**src/rtl/fifo_uart_pkg.sv**
```systemverilog
// Shared types and defaults for the FIFO-fed UART transmitter.
package fifo_uart_pkg;

  localparam int CLKS_PER_BIT_DEFAULT = 16;

  typedef enum logic [2:0] {
    IDLE,
    FETCH,
    WAIT,
    START,
    DATA,
    STOP
  } state_t;

endpackage

```
**src/rtl/baud_counter.sv**
```systemverilog
// Bit-period counter: counts 0..CLKS_PER_BIT-1, tick on terminal count, clear restarts at 0.
module baud_counter
  import fifo_uart_pkg::*;
#(
  parameter int CLKS_PER_BIT = CLKS_PER_BIT_DEFAULT
) (
  input  logic clk,
  input  logic reset,
  input  logic clear,
  output logic tick
);

  localparam int CNT_W = $clog2(CLKS_PER_BIT);
  localparam logic [CNT_W-1:0] LAST = CNT_W'(CLKS_PER_BIT - 1);

  logic [CNT_W-1:0] count;

  // NOTE: sequential state uses non-blocking assignments so every flop samples pre-edge values.
  always_ff @(posedge clk or negedge reset) begin
    if (!reset) begin
      count <= '0;
    end else if (clear || count == LAST) begin
      count <= '0;
    end else begin
      count <= count + CNT_W'(1);
    end
  end

  assign tick = (count == LAST);

endmodule

```
**src/rtl/fifo_uart_tx.sv**
```systemverilog
// UART transmitter that pulls bytes from a synchronous FIFO with 1-cycle read latency.
module fifo_uart_tx
  import fifo_uart_pkg::*;
#(
  parameter int CLKS_PER_BIT = CLKS_PER_BIT_DEFAULT,
  parameter int DATA_W       = 8
) (
  input  logic              clk,
  input  logic              reset,
  input  logic              fifo_empty,
  input  logic [DATA_W-1:0] fifo_rdata,
  output logic              fifo_read,
  output logic              tx,
  output logic              busy
);

  localparam logic [2:0] LAST_BIT = 3'(DATA_W - 1);

  state_t            state, state_next;
  logic [2:0]        bit_cnt, bit_cnt_next;
  logic [DATA_W-1:0] shift_q, shift_next;
  logic              tx_q, tx_next;
  logic              tick;

  // Any state change restarts the bit period, so every phase gets a full CLKS_PER_BIT.
  baud_counter #(
    .CLKS_PER_BIT(CLKS_PER_BIT)
  ) u_baud (
    .clk  (clk),
    .reset(reset),
    .clear(state_next != state),
    .tick (tick)
  );

  always_ff @(posedge clk or negedge reset) begin
    if (!reset) begin
      state   <= IDLE;
      bit_cnt <= '0;
      shift_q <= '0;
      tx_q    <= 1'b1;
    end else begin
      state   <= state_next;
      bit_cnt <= bit_cnt_next;
      shift_q <= shift_next;
      tx_q    <= tx_next;
    end
  end

  // NOTE: every variable gets a default before the case so no path leaves it unassigned (no latches).
  always_comb begin
    state_next   = state;
    bit_cnt_next = bit_cnt;
    shift_next   = shift_q;
    unique case (state)
      IDLE:  if (!fifo_empty) state_next = FETCH;
      FETCH: state_next = WAIT;
      WAIT: begin
        state_next = START;
        shift_next = fifo_rdata;
      end
      START: if (tick) state_next = DATA;
      DATA: begin
        if (tick) begin
          if (bit_cnt == LAST_BIT) begin
            state_next   = STOP;
            bit_cnt_next = '0;
          end else begin
            bit_cnt_next = bit_cnt + 3'd1;
            shift_next   = shift_q >> 1;
          end
        end
      end
      STOP:    if (tick) state_next = IDLE;
      default: state_next = IDLE;
    endcase

    // The line level is registered from the upcoming state, so tx changes exactly with the state.
    case (state_next)
      START:   tx_next = 1'b0;
      DATA:    tx_next = shift_next[0];
      default: tx_next = 1'b1;
    endcase
  end

  assign tx        = tx_q;
  assign fifo_read = (state == FETCH);
  assign busy      = (state != IDLE);

endmodule
```
**config.mk**
```make
export PLATFORM = sky130hd
export DESIGN_NAME = fifo_uart_tx
export DESIGN_NICKNAME = d
export VERILOG_FILES = /design/src/rtl/fifo_uart_pkg.sv /design/src/rtl/baud_counter.sv /design/src/rtl/fifo_uart_tx.sv
export SDC_FILE = /design/constraint.sdc
export NUM_CORES = 1
export LEC_CHECK = 0
export ABC_AREA = 1
export CORE_MARGIN = 2
export CORE_UTILIZATION = 55
export CTS_CLUSTER_DIAMETER = 200
export CTS_CLUSTER_SIZE = 28
export DETAILED_ROUTE_END_ITERATION = 8
export GPL_ROUTABILITY_DRIVEN = 1
export PLACE_DENSITY = 0.88
export SYNTH_ARGS = -nofsm -noshare
export SYNTH_HDL_FRONTEND = slang
export SYNTH_SLANG_ARGS = --single-unit
```
**constraint.sdc**
```tcl
create_clock -name clk -period 3.16 [get_ports clk]
set_input_delay 0.474 -clock clk [delete_from_list [all_inputs] [get_ports clk]]
set_output_delay 0.474 -clock clk [all_outputs]
set_load 0.05 [all_outputs]
```
==> out/qor.yml, run 1 <==
start_kind: "flop"
first_global_vias: 693
min_period_ns: 2.39
yosys.area_share.simple: 0.264
die-height_um: 46.4
syn_area_per_cell_um2: 9.14
clock_power_share: 0.300
critical_path_required_ns: 2.69
placed_cell_area_um2: 1130
slew-limit-headroom: 0.451
cap_viol_max_count: 0
timing.hold.worst.class: "flop to flop"
setup_slack_ns: 0.767
grt_overflow: 0
worst_ir_drop_vdd_uv: 287
cts_made_buffers: 3
syn-num-nets: 122
final.period_utilization: 0.757
initial_utilization: 0.578
compound_gate_fraction_of_synth_area: 0.120
n_antenna_cell: 0
drt-vias-per-instance: 5.31
netlist.area_leader.share: 0.456
area_delta_synth_final_pct: 17.0
final_net_count: 137
final_layout_size_suffix_gt1_frac: 0.139
synth_top_flop_cell: "dfrtp_1"
mux_cell_area_share_after_synthesis: 0
clk_transition_reported_paths_ns: 0.10
post_layout_nonfiller_instances: 147
cts_hold_repair.buffers: 0
timing.critical_path.fanout_max: 7
post_synthesis_sequential_area_ratio: 0.483
ys_seq_elements: 19
worst_skew_late_latency_ns: 0.29
core.rowCount: 15
synthAdderAreaFrac: 0.0380
drt_iter0_markers: 10
boundaryPins: 14
floorplan.core_area_um2: 1710
cts-resized-gates: 0
clk_path_buf_depth: 2
grt_pass1_wl_um: 2880
synth_top_cell_by_area: "dfrtp_1"
maxSlewViolCount: 0
synth_edf_count: 0
worst_ep_arrival_time_ns: 1.92
cts.sink_count: 19
total_switching_power_mw: 0.0840
power.switching_fraction: 0.212
yosysMostFrequentCell: "dfrtp_1"
hpwl_detailed_um: 1330
port_buffers: 13
synthArstFlopShare: 1.00
grt_util_all_layers: 0.195
tightestPinTransition_ns: 0.821
synth_cell_types: 24
power_leakage_nw: 0.529
grt_setup_unrepaired: "false"
combPwrFrac: 0.069
place_congestion: 0.740
detail_route.wl_per_cell_um: 11.8
synth_cells: 108
synthXorXnorAreaFrac: 0.0177
numPlacedInstances: 143
worst_hold_path.num_cells: 1
cts_setup_buffers: 0
fp.dieArea_um2: 2150
finalSetupViolCount: 0
power.sequential.fraction: 0.631
ys_top_cells_by_count: "dfrtp_1, nand3_1, nand2_1"
power_density_nw_per_um2: 344
drt-total-wl_um: 1730
synth_top_family_by_area: "simple AND/OR/NAND/NOR gates"
r2r.worst_path.cells: 8
synth.yosys.warnings: 0
post_synth_main_area_contributors: "dfrtp_1, nand3_1, nand2_1, inv_1, o221ai_1"
vias: 780
first_pass_iters: 4
clock_tree.htree_level_count: 1
grt_start_max_net_pins: 20
post-place-ws_ns: 1.09
achievable-frequency_mhz: 418
timing.final.hold_violations: 0
setup_tns_ns: 0
final_area_um2: 1150
tritoncts: "yes"
cellInternalPower_mw: 0.313
chipWidth_um: 46.4
remaining_drc_errors: 0
drt.antenna.violating_nets: 0
outcome: "completed"
grt_antenna_before_repair: 0
clock-root-buffer: "clkbuf_4"
final.setup_skew_ns: 0.00203
timing_worst_setup_path_type: "flop to output pin"
post_synthesis_instance_area_um2: 987
setup.worst_path.end_class: "output pin"
==> worst max-delay path, cell delays in order (launching register included) <==
cell,delay [ns]
dfrtp_1,0.49
nor2_1,0.16
nand2_1,0.10
inv_1,0.09
clkdlybuf4s50_1,0.80
==> area by class of cell <==
type,count,area [µm²]
sequential,19,477
fill,133,553
inverter,15,56.3
multi-input combinational,71,434
tap,25,31.3
timing repair buffer,13,130
clock buffer,4,26.3
==> power groups by stage <==
stage | clock network, mW | registers (mW) | logic, mW
2_1_floorplan | 0 | 0.257 | 0.00601
3_3_place_gp | 0 | 0.255 | 0.0275
3_5_place_dp | 0 | 0.255 | 0.0279
4_1_cts | 0.126 | 0.250 | 0.0280
5_1_grt | 0.132 | 0.251 | 0.0302
6_report | 0.119 | 0.250 | 0.0274
==> per-stage QoR <==
stage	hold slack [ns]	power (mW)	utilization
after floorplan	0.178	0.263	-
after global placement	0.449	0.282	0.661
after detailed placement	0.461	0.283	0.661
after CTS	0.476	0.404	0.676
after global routing	0.497	0.413	0.676
final	0.472	0.397	0.676
==> logic make-up after synthesis <==
| family | after synthesis |
|---|---|
| buffers and inverters | 18 |
| flip-flops | 19 |
| AND/OR/NAND/NOR | 49 |
| AO/OA/AOI/OAI | 17 |
| adder cells (fa/ha/maj) | 3 |
| XOR/XNOR | 2 |
==> placed cells by master, fill, tap and decap left out <==
cell type | Yosys | final
a211oi_1 | 1 | 1
a21oi_1 | 1 | 1
a32o_1 | 1 | 1
clkbuf_1 | 0 | 1
clkbuf_4 | 0 | 3
clkdlybuf4s50_1 | 0 | 13
dfrtp_1 | 18 | 18
dfstp_2 | 1 | 1
ha_1 | 3 | 3
inv_1 | 12 | 12
inv_2 | 3 | 3
nand2_1 | 14 | 14
nand2_2 | 3 | 3
nand2_4 | 1 | 1
nand3_1 | 16 | 16
nand3_2 | 3 | 3
nor2_1 | 9 | 9
nor2_4 | 3 | 3
o211ai_1 | 2 | 2
o21ai_0 | 4 | 4
o21ai_1 | 2 | 2
o21bai_1 | 1 | 1
o221ai_1 | 5 | 5
xnor2_1 | 1 | 1
xor2_1 | 1 | 1
==> sequential cells by signal, indices dropped and copies added (netlist names) <==
signal and cells:
tx 1, bit_cnt 3, u_baud.count 4, shift_q 8, state 3
==> final timing paths <==
check / startpoint / to / slack, ns
max in group asynchronous: reset / bit_cnt[2]$_DFFE_PN0P_ / 2.01
worst min-delay path: u_baud.count[0]$_DFF_PN0_ / u_baud.count[0]$_DFF_PN0_ / 0.47
worst min register to register: u_baud.count[0]$_DFF_PN0_ / u_baud.count[0]$_DFF_PN0_ / 0.47
worst max-delay path: state[2]$_DFF_PN0_ / fifo_read / 0.77
min in group asynchronous: reset / shift_q[7]$_DFFE_PN0P_ / 0.65
worst max register to register: u_baud.count[0]$_DFF_PN0_ / u_baud.count[0]$_DFF_PN0_ / 1.62
==> routing by layer <==
metal,share of wire,global-route usage
met4,0.013,0.103
met1,0.44,0.249
met2,0.52,0.319
met5,0,0
met3,0.031,0.0235
No activity file was read; power rests on OpenSTA's default activity.
==> run 2: changes to the inputs <==
--- a/config.mk
+++ b/config.mk
@@ -7,12 +7,12 @@
 export LEC_CHECK = 0
 export ABC_AREA = 1
 export CORE_MARGIN = 2
-export CORE_UTILIZATION = 55
+export CORE_UTILIZATION = 52
 export CTS_CLUSTER_DIAMETER = 200
 export CTS_CLUSTER_SIZE = 28
 export DETAILED_ROUTE_END_ITERATION = 8
 export GPL_ROUTABILITY_DRIVEN = 1
-export PLACE_DENSITY = 0.88
+export PLACE_DENSITY = 0.85
 export SYNTH_ARGS = -nofsm -noshare
 export SYNTH_HDL_FRONTEND = slang
 export SYNTH_SLANG_ARGS = --single-unit
==> constraint.sdc (replaced) <==
create_clock -name clk -period 2.3 [get_ports clk]
set_input_delay 0.345 -clock clk [delete_from_list [all_inputs] [get_ports clk]]
set_output_delay 0.345 -clock clk [all_outputs]
set_load 0.05 [all_outputs]
==> out/qor.yml, run 2 (synthesis results as in run 1) <==
outcome: "completed"  # unchanged
first_global_vias: 692  # was 693
drt.antenna.violating_nets: 0  # unchanged
cts_hold_repair.buffers: 0  # unchanged
final_area_um2: 1170  # was 1150 µm²
min_period_ns: 1.94
worst_ir_drop_vdd_uv: 358  # was 287 µV
hpwl_detailed_um: 1390  # was 1330 µm
critical_path_required_ns: 1.96  # was 2.69 ns
grt_setup_unrepaired: "false"  # unchanged
setup_slack_ns: 0.356  # was 0.767 ns
setup.worst_path.end_class: "output pin"  # unchanged
fp.dieArea_um2: 2260  # was 2150 µm²
maxSlewViolCount: 0  # unchanged
first_pass_iters: 4  # unchanged
chipWidth_um: 47.6  # was 46.4 µm
place_congestion: 0.832  # was 0.740
area_delta_synth_final_pct: 18.4  # was 17.0%
power_density_nw_per_um2: 466  # was 344 nW/µm²
worst_ep_arrival_time_ns: 1.60  # was 1.92 ns
post-place-ws_ns: 0.359  # was 1.09 ns
timing.critical_path.slowest_cell_delay_ns: 0.79  # was 0.80 ns
grt_pass1_wl_um: 2860  # was 2880 µm
remaining_drc_errors: 0  # unchanged
post_layout_nonfiller_instances: 148  # was 147
grt_start_max_net_pins: 20  # unchanged
drt_iter0_markers: 8  # was 10
drt-total-wl_um: 1710  # was 1730 µm
vias: 783  # was 780
grt_antenna_before_repair: 0  # unchanged
tightestPinTransition_ns: 0.500  # was 0.821 ns
timing_worst_setup_path_type: "flop to output pin"  # unchanged
setup_tns_ns: 0  # unchanged
power_leakage_nw: 0.554  # was 0.529 nW
detail_route.wl_per_cell_um: 11.6  # was 11.8 µm
final_cell_mix: "dfrtp_1, nand3_1, nand2_1"  # unchanged
final_layout_size_suffix_gt1_frac: 0.154  # was 0.139
cts.sink_count: 19  # unchanged
clock-root-buffer: "clkbuf_4"  # unchanged
grt_util_all_layers: 0.179  # was 0.195
floorplan.core_area_um2: 1760  # was 1710 µm²
crit_path_cell_trace: "clkdlybuf4s50_1"  # was nor2_1, nand2_1, inv_1, clkdlybuf4s50_1
worst_path_dominant_cell_family: "buffers and inverters"  # unchanged
clk_path_buf_depth: 2  # unchanged
n_antenna_cell: 0  # unchanged
worst_skew_late_latency_ns: 0.29  # about the same
boundaryPins: 14  # unchanged
post-layout-total-power_mw: 0.545  # was 0.397 mW
top_registers: "shift_q x8, u_baud.count x4"  # unchanged
drt-vias-per-instance: 5.29  # was 5.31
die-height_um: 47.6  # was 46.4 µm
whs_ns: 0.370  # was 0.472 ns
tritoncts: "yes"  # unchanged
finalSetupViolCount: 0  # unchanged
layout.cells.most_common: "dfrtp_1"  # unchanged
critical_path.slowest_cell: "clkdlybuf4s50_1"  # unchanged
timing.critical_path.fanout_max: 1  # was 7
final_cell_utilization_of_the_core: 0.662  # was 0.676
final_net_count: 138  # was 137
core.rowCount: 15  # unchanged
placed_cell_area_um2: 1140  # was 1130 µm²
timing.final.hold_violations: 0  # unchanged
timing.hold.worst.class: "input port to async pin"  # was flop to flop
port_buffers: 13  # unchanged
clk_transition_reported_paths_ns: 0.11  # was 0.10 ns
cts_made_buffers: 3  # unchanged
grt_overflow: 0  # unchanged
regMostFlops: "shift_q"  # unchanged
numPlacedInstances: 144  # was 143
largest_register_ffs: 8  # unchanged
cts_setup_buffers: 0  # unchanged
start_kind: "flop"  # unchanged
crit_buf_inv: 1  # was 2
slew-limit-headroom: 0.666  # was 0.451
achievable-frequency_mhz: 514
cts-resized-gates: 0  # unchanged
final.setup_skew_ns: 0.00879  # was 0.00203 ns
clock_tree.htree_level_count: 1  # unchanged
final.period_utilization: 0.845
initial_utilization: 0.560  # was 0.578
cap_viol_max_count: 0  # unchanged
[run 2: changes by cell type in the layout (fill, tap and decap cells not counted)]
cell             before  now
buf_4                 0    1
clkbuf_1              1    0
clkdlybuf4s50_1      13   11
clkinv_2              0    1
dlymetal6s2s_1        0    2
[run 2: path summary, 6_finish.rpt]
| path | from | endpoint | slack [ns] | cells after the start |
|---|---|---|---|---|
| worst max-delay path | tx$_DFF_PN1_ | tx | 0.36 | 1 |
| worst min-delay path | reset | u_baud.count[3]$_DFF_PN0_ | 0.37 | 2 |
| worst max register to register | bit_cnt[0]$_DFFE_PN0P_ | shift_q[5]$_DFFE_PN0P_ | 0.80 | 6 |
| worst min register to register | u_baud.count[0]$_DFF_PN0_ | u_baud.count[0]$_DFF_PN0_ | 0.46 | 1 |
| max in group asynchronous | reset | tx$_DFF_PN1_ | 1.67 | 2 |
| min in group clk | u_baud.count[0]$_DFF_PN0_ | u_baud.count[0]$_DFF_PN0_ | 0.46 | 1 |
[run 2: report_power, final]
| group | switching (mW) | internal (mW) | total [mW] |
|---|---|---|---|
| Combinational | 0.0169 | 0.0219 | 0.0389 |
| Clock | 0.0980 | 0.0645 | 0.162 |
| Sequential | 0.00202 | 0.341 | 0.344 |
[run 2: layout make-up]
class | instances | area, µm²
flip-flops and latches | 19 | 477
clock buffers | 3 | 22.5
well taps | 25 | 31.3
multi-input cells | 71 | 434
repair buffers | 14 | 143
inverters | 15 | 56.3
clock inverters | 1 | 5.00
fillers | 170 | 596
[run 2: metal layers]
layer	vias up	GRT usage	wire length, µm
met5	-	0	0
met4	0	0.0486	6
met3	2	0.0226	49
met2	12	0.327	888
met1	375	0.221	768
li1	394	-	-
==> run 3: changes to the inputs <==
--- a/config.mk
+++ b/config.mk
@@ -7,12 +7,12 @@
 export LEC_CHECK = 0
 export ABC_AREA = 1
 export CORE_MARGIN = 2
-export CORE_UTILIZATION = 52
+export CORE_UTILIZATION = 47
 export CTS_CLUSTER_DIAMETER = 200
 export CTS_CLUSTER_SIZE = 28
 export DETAILED_ROUTE_END_ITERATION = 8
 export GPL_ROUTABILITY_DRIVEN = 1
-export PLACE_DENSITY = 0.85
+export PLACE_DENSITY = 0.81
 export SYNTH_ARGS = -nofsm -noshare
 export SYNTH_HDL_FRONTEND = slang
 export SYNTH_SLANG_ARGS = --single-unit
==> constraint.sdc (replaced) <==
create_clock -name clk -period 1.6 [get_ports clk]
set_input_delay 0.24 -clock clk [delete_from_list [all_inputs] [get_ports clk]]
set_output_delay 0.24 -clock clk [all_outputs]
set_load 0.05 [all_outputs]
==> out/qor.yml, run 3 (synthesis results as in run 1) <==
cts.sink_count: 19  # unchanged
hpwl_detailed_um: 1350  # was 1390 µm
grt_pass1_wl_um: 3150  # was 2860 µm
power_leakage_nw: 0.561  # was 0.554 nW
clock-root-buffer: "clkbuf_4"  # unchanged
final_net_count: 140  # was 138
vias: 792  # was 783
worst_ir_drop_vdd_uv: 593  # was 358 µV
first_pass_iters: 4  # unchanged
cts_made_buffers: 3  # unchanged
power.sequential.fraction: 0.624  # was 0.630
drt-vias-per-instance: 5.21  # was 5.29
worst_ep_arrival_time_ns: 1.26  # was 1.60 ns
grt_overflow: 0  # unchanged
multi_input_logic_area_um2: 444  # was 434 µm²
area_delta_synth_final_pct: 24.2  # was 18.4%
total_switching_power_mw: 0.174  # was 0.117 mW
outcome: "completed"  # unchanged
drt_iter0_markers: 12  # was 8
fp.dieArea_um2: 2480  # was 2260 µm²
drt-total-wl_um: 1760  # was 1710 µm
first_global_vias: 785  # was 692
final.setup_skew_ns: 0.0114  # was 0.00879 ns
combPwrFrac: 0.075  # was 0.071
final.period_utilization: 0.937
num-fill-cells: 191  # was 170
boundaryPins: 14  # unchanged
worst_skew_late_latency_ns: 0.30  # was 0.29 ns
core.rowCount: 16  # was 15
start_kind: "flop"  # unchanged
cts_hold_repair.buffers: 0  # unchanged
top_registers: "shift_q x8, u_baud.count x4"  # unchanged
timing.hold.worst.class: "input port to async pin"  # unchanged
sequential_cell_area_um2: 479  # was 477 µm²
clock_power_share: 0.301  # was 0.298
drt.antenna.violating_nets: 0  # unchanged
clk_path_buf_depth: 2  # unchanged
cap_viol_max_count: 0  # unchanged
place_congestion: 0.811  # was 0.832
floorplan.core_area_um2: 1960  # was 1760 µm²
maxSlewViolCount: 0  # unchanged
setup.worst_path.end_class: "output pin"  # unchanged
chipWidth_um: 49.8  # was 47.6 µm
final_layout_size_suffix_gt1_frac: 0.216  # was 0.154
power_density_nw_per_um2: 647  # was 466 nW/µm²
initial_utilization: 0.503  # was 0.560
port_buffers: 13  # unchanged
timing.critical_path.fanout_max: 6  # was 1
timing_worst_setup_path_type: "flop to output pin"  # unchanged
clk_transition_reported_paths_ns: 0.11  # about the same
power.switching_fraction: 0.220  # was 0.215
grt_util_all_layers: 0.170  # was 0.179
die-height_um: 49.8  # was 47.6 µm
remaining_drc_errors: 0  # unchanged
setup_tns_ns: 0  # unchanged
cellInternalPower_mw: 0.619  # was 0.428 mW
timing.final.hold_violations: 0  # unchanged
final_area_um2: 1230  # was 1170 µm²
grt_setup_unrepaired: "false"  # unchanged
final_cell_mix: "nand3_1, dfrtp_1, nand2_1"  # was dfrtp_1, nand3_1, nand2_1
min_period_ns: 1.50
regMostFlops: "shift_q"  # unchanged
clock_tree.htree_level_count: 1  # unchanged
critical_path_required_ns: 1.36  # was 1.96 ns
achievable-frequency_mhz: 667
slew-limit-headroom: 0.777  # was 0.666
grt_antenna_before_repair: 0  # unchanged
n_antenna_cell: 0  # unchanged
placed_cell_area_um2: 1170  # was 1140 µm²
tightestPinTransition_ns: 0.333  # was 0.500 ns
grt_start_max_net_pins: 15  # was 20
detail_route.wl_per_cell_um: 11.6  # about the same
largest_register_ffs: 8  # unchanged
tritoncts: "yes"  # unchanged
finalSetupViolCount: 0  # unchanged
## run 3: cell count changes in the layout (fill, tap and decap cells not counted), sizes merged
cell / change
buf: +5
dlymetal6s2s: -2
clkdlybuf4s50: -1
## run 3: critical path, stage by stage (launching register included)
cell and delay [ns]:
dfrtp_1 0.46, nor2_1 0.15, nand2_1 0.08, inv_1 0.12
buf_12 0.14
## run 3: final timing paths
check,from,slack (ns),endpoint,depth (start not counted)
setup / recovery,state[1]$_DFF_PN0_,0.10,fifo_read,4
hold / removal,reset,0.19,shift_q[5]$_DFFE_PN0P_,1
setup reg to reg,u_baud.count[0]$_DFF_PN0_,0.13,u_baud.count[0]$_DFF_PN0_,8
hold reg to reg,u_baud.count[0]$_DFF_PN0_,0.47,u_baud.count[0]$_DFF_PN0_,1
max in group asynchronous,reset,0.92,u_baud.count[3]$_DFF_PN0_,2
min in group clk,u_baud.count[0]$_DFF_PN0_,0.47,u_baud.count[0]$_DFF_PN0_,1
## run 3: power groups by stage
stage                     sequential [mW]  combinational (mW)  clock [mW]
final                               0.495              0.0596       0.238
after global placement              0.504              0.0595           0
after floorplan                     0.508              0.0119           0
after global routing                0.496              0.0654       0.267
after CTS                           0.495              0.0612       0.243
after detailed placement            0.504              0.0610           0
## run 3: final cells by class
| type | instances | area share |
|---|---|---|
| clock buffers | 3 | 0.0184 |
| clock inverters | 1 | 0.00408 |
| inverters | 15 | 0.0480 |
| multi-input cells | 71 | 0.362 |
| flip-flops and latches | 19 | 0.391 |
| well taps | 27 | 0.0276 |
| repair buffers | 16 | 0.149 |
## run 3: routing by layer
metal,share of wire,wire length (µm),up-vias,track usage
li1,-,-,397,-
met1,0.46,812,375,0.199
met2,0.48,847,16,0.287
met3,0.040,71,4,0.0364
met4,0.015,27,0,0.0972
met5,0,0,-,0
## run 3: what timing repair did
action	4_1_cts	5_1_grt
endpoints found under the hold margin	0	0
resized for setup	0	5
setup buffers	0	2
endpoints found under the setup margin	0	4
## run 3: per-stage QoR
stage               power, mW  setup slack (ns)  std cells  utilization  hold WS, ns
floorplan               0.519             0.228        108            -      -0.0556
global placement        0.564             0.182        146        0.596        0.450
detailed placement      0.565             0.132        146        0.596        0.458
CTS                     0.799            0.0176        150        0.610        0.197
global route            0.829           0.00459        152        0.625        0.206
finish                  0.793             0.100        152        0.625        0.186
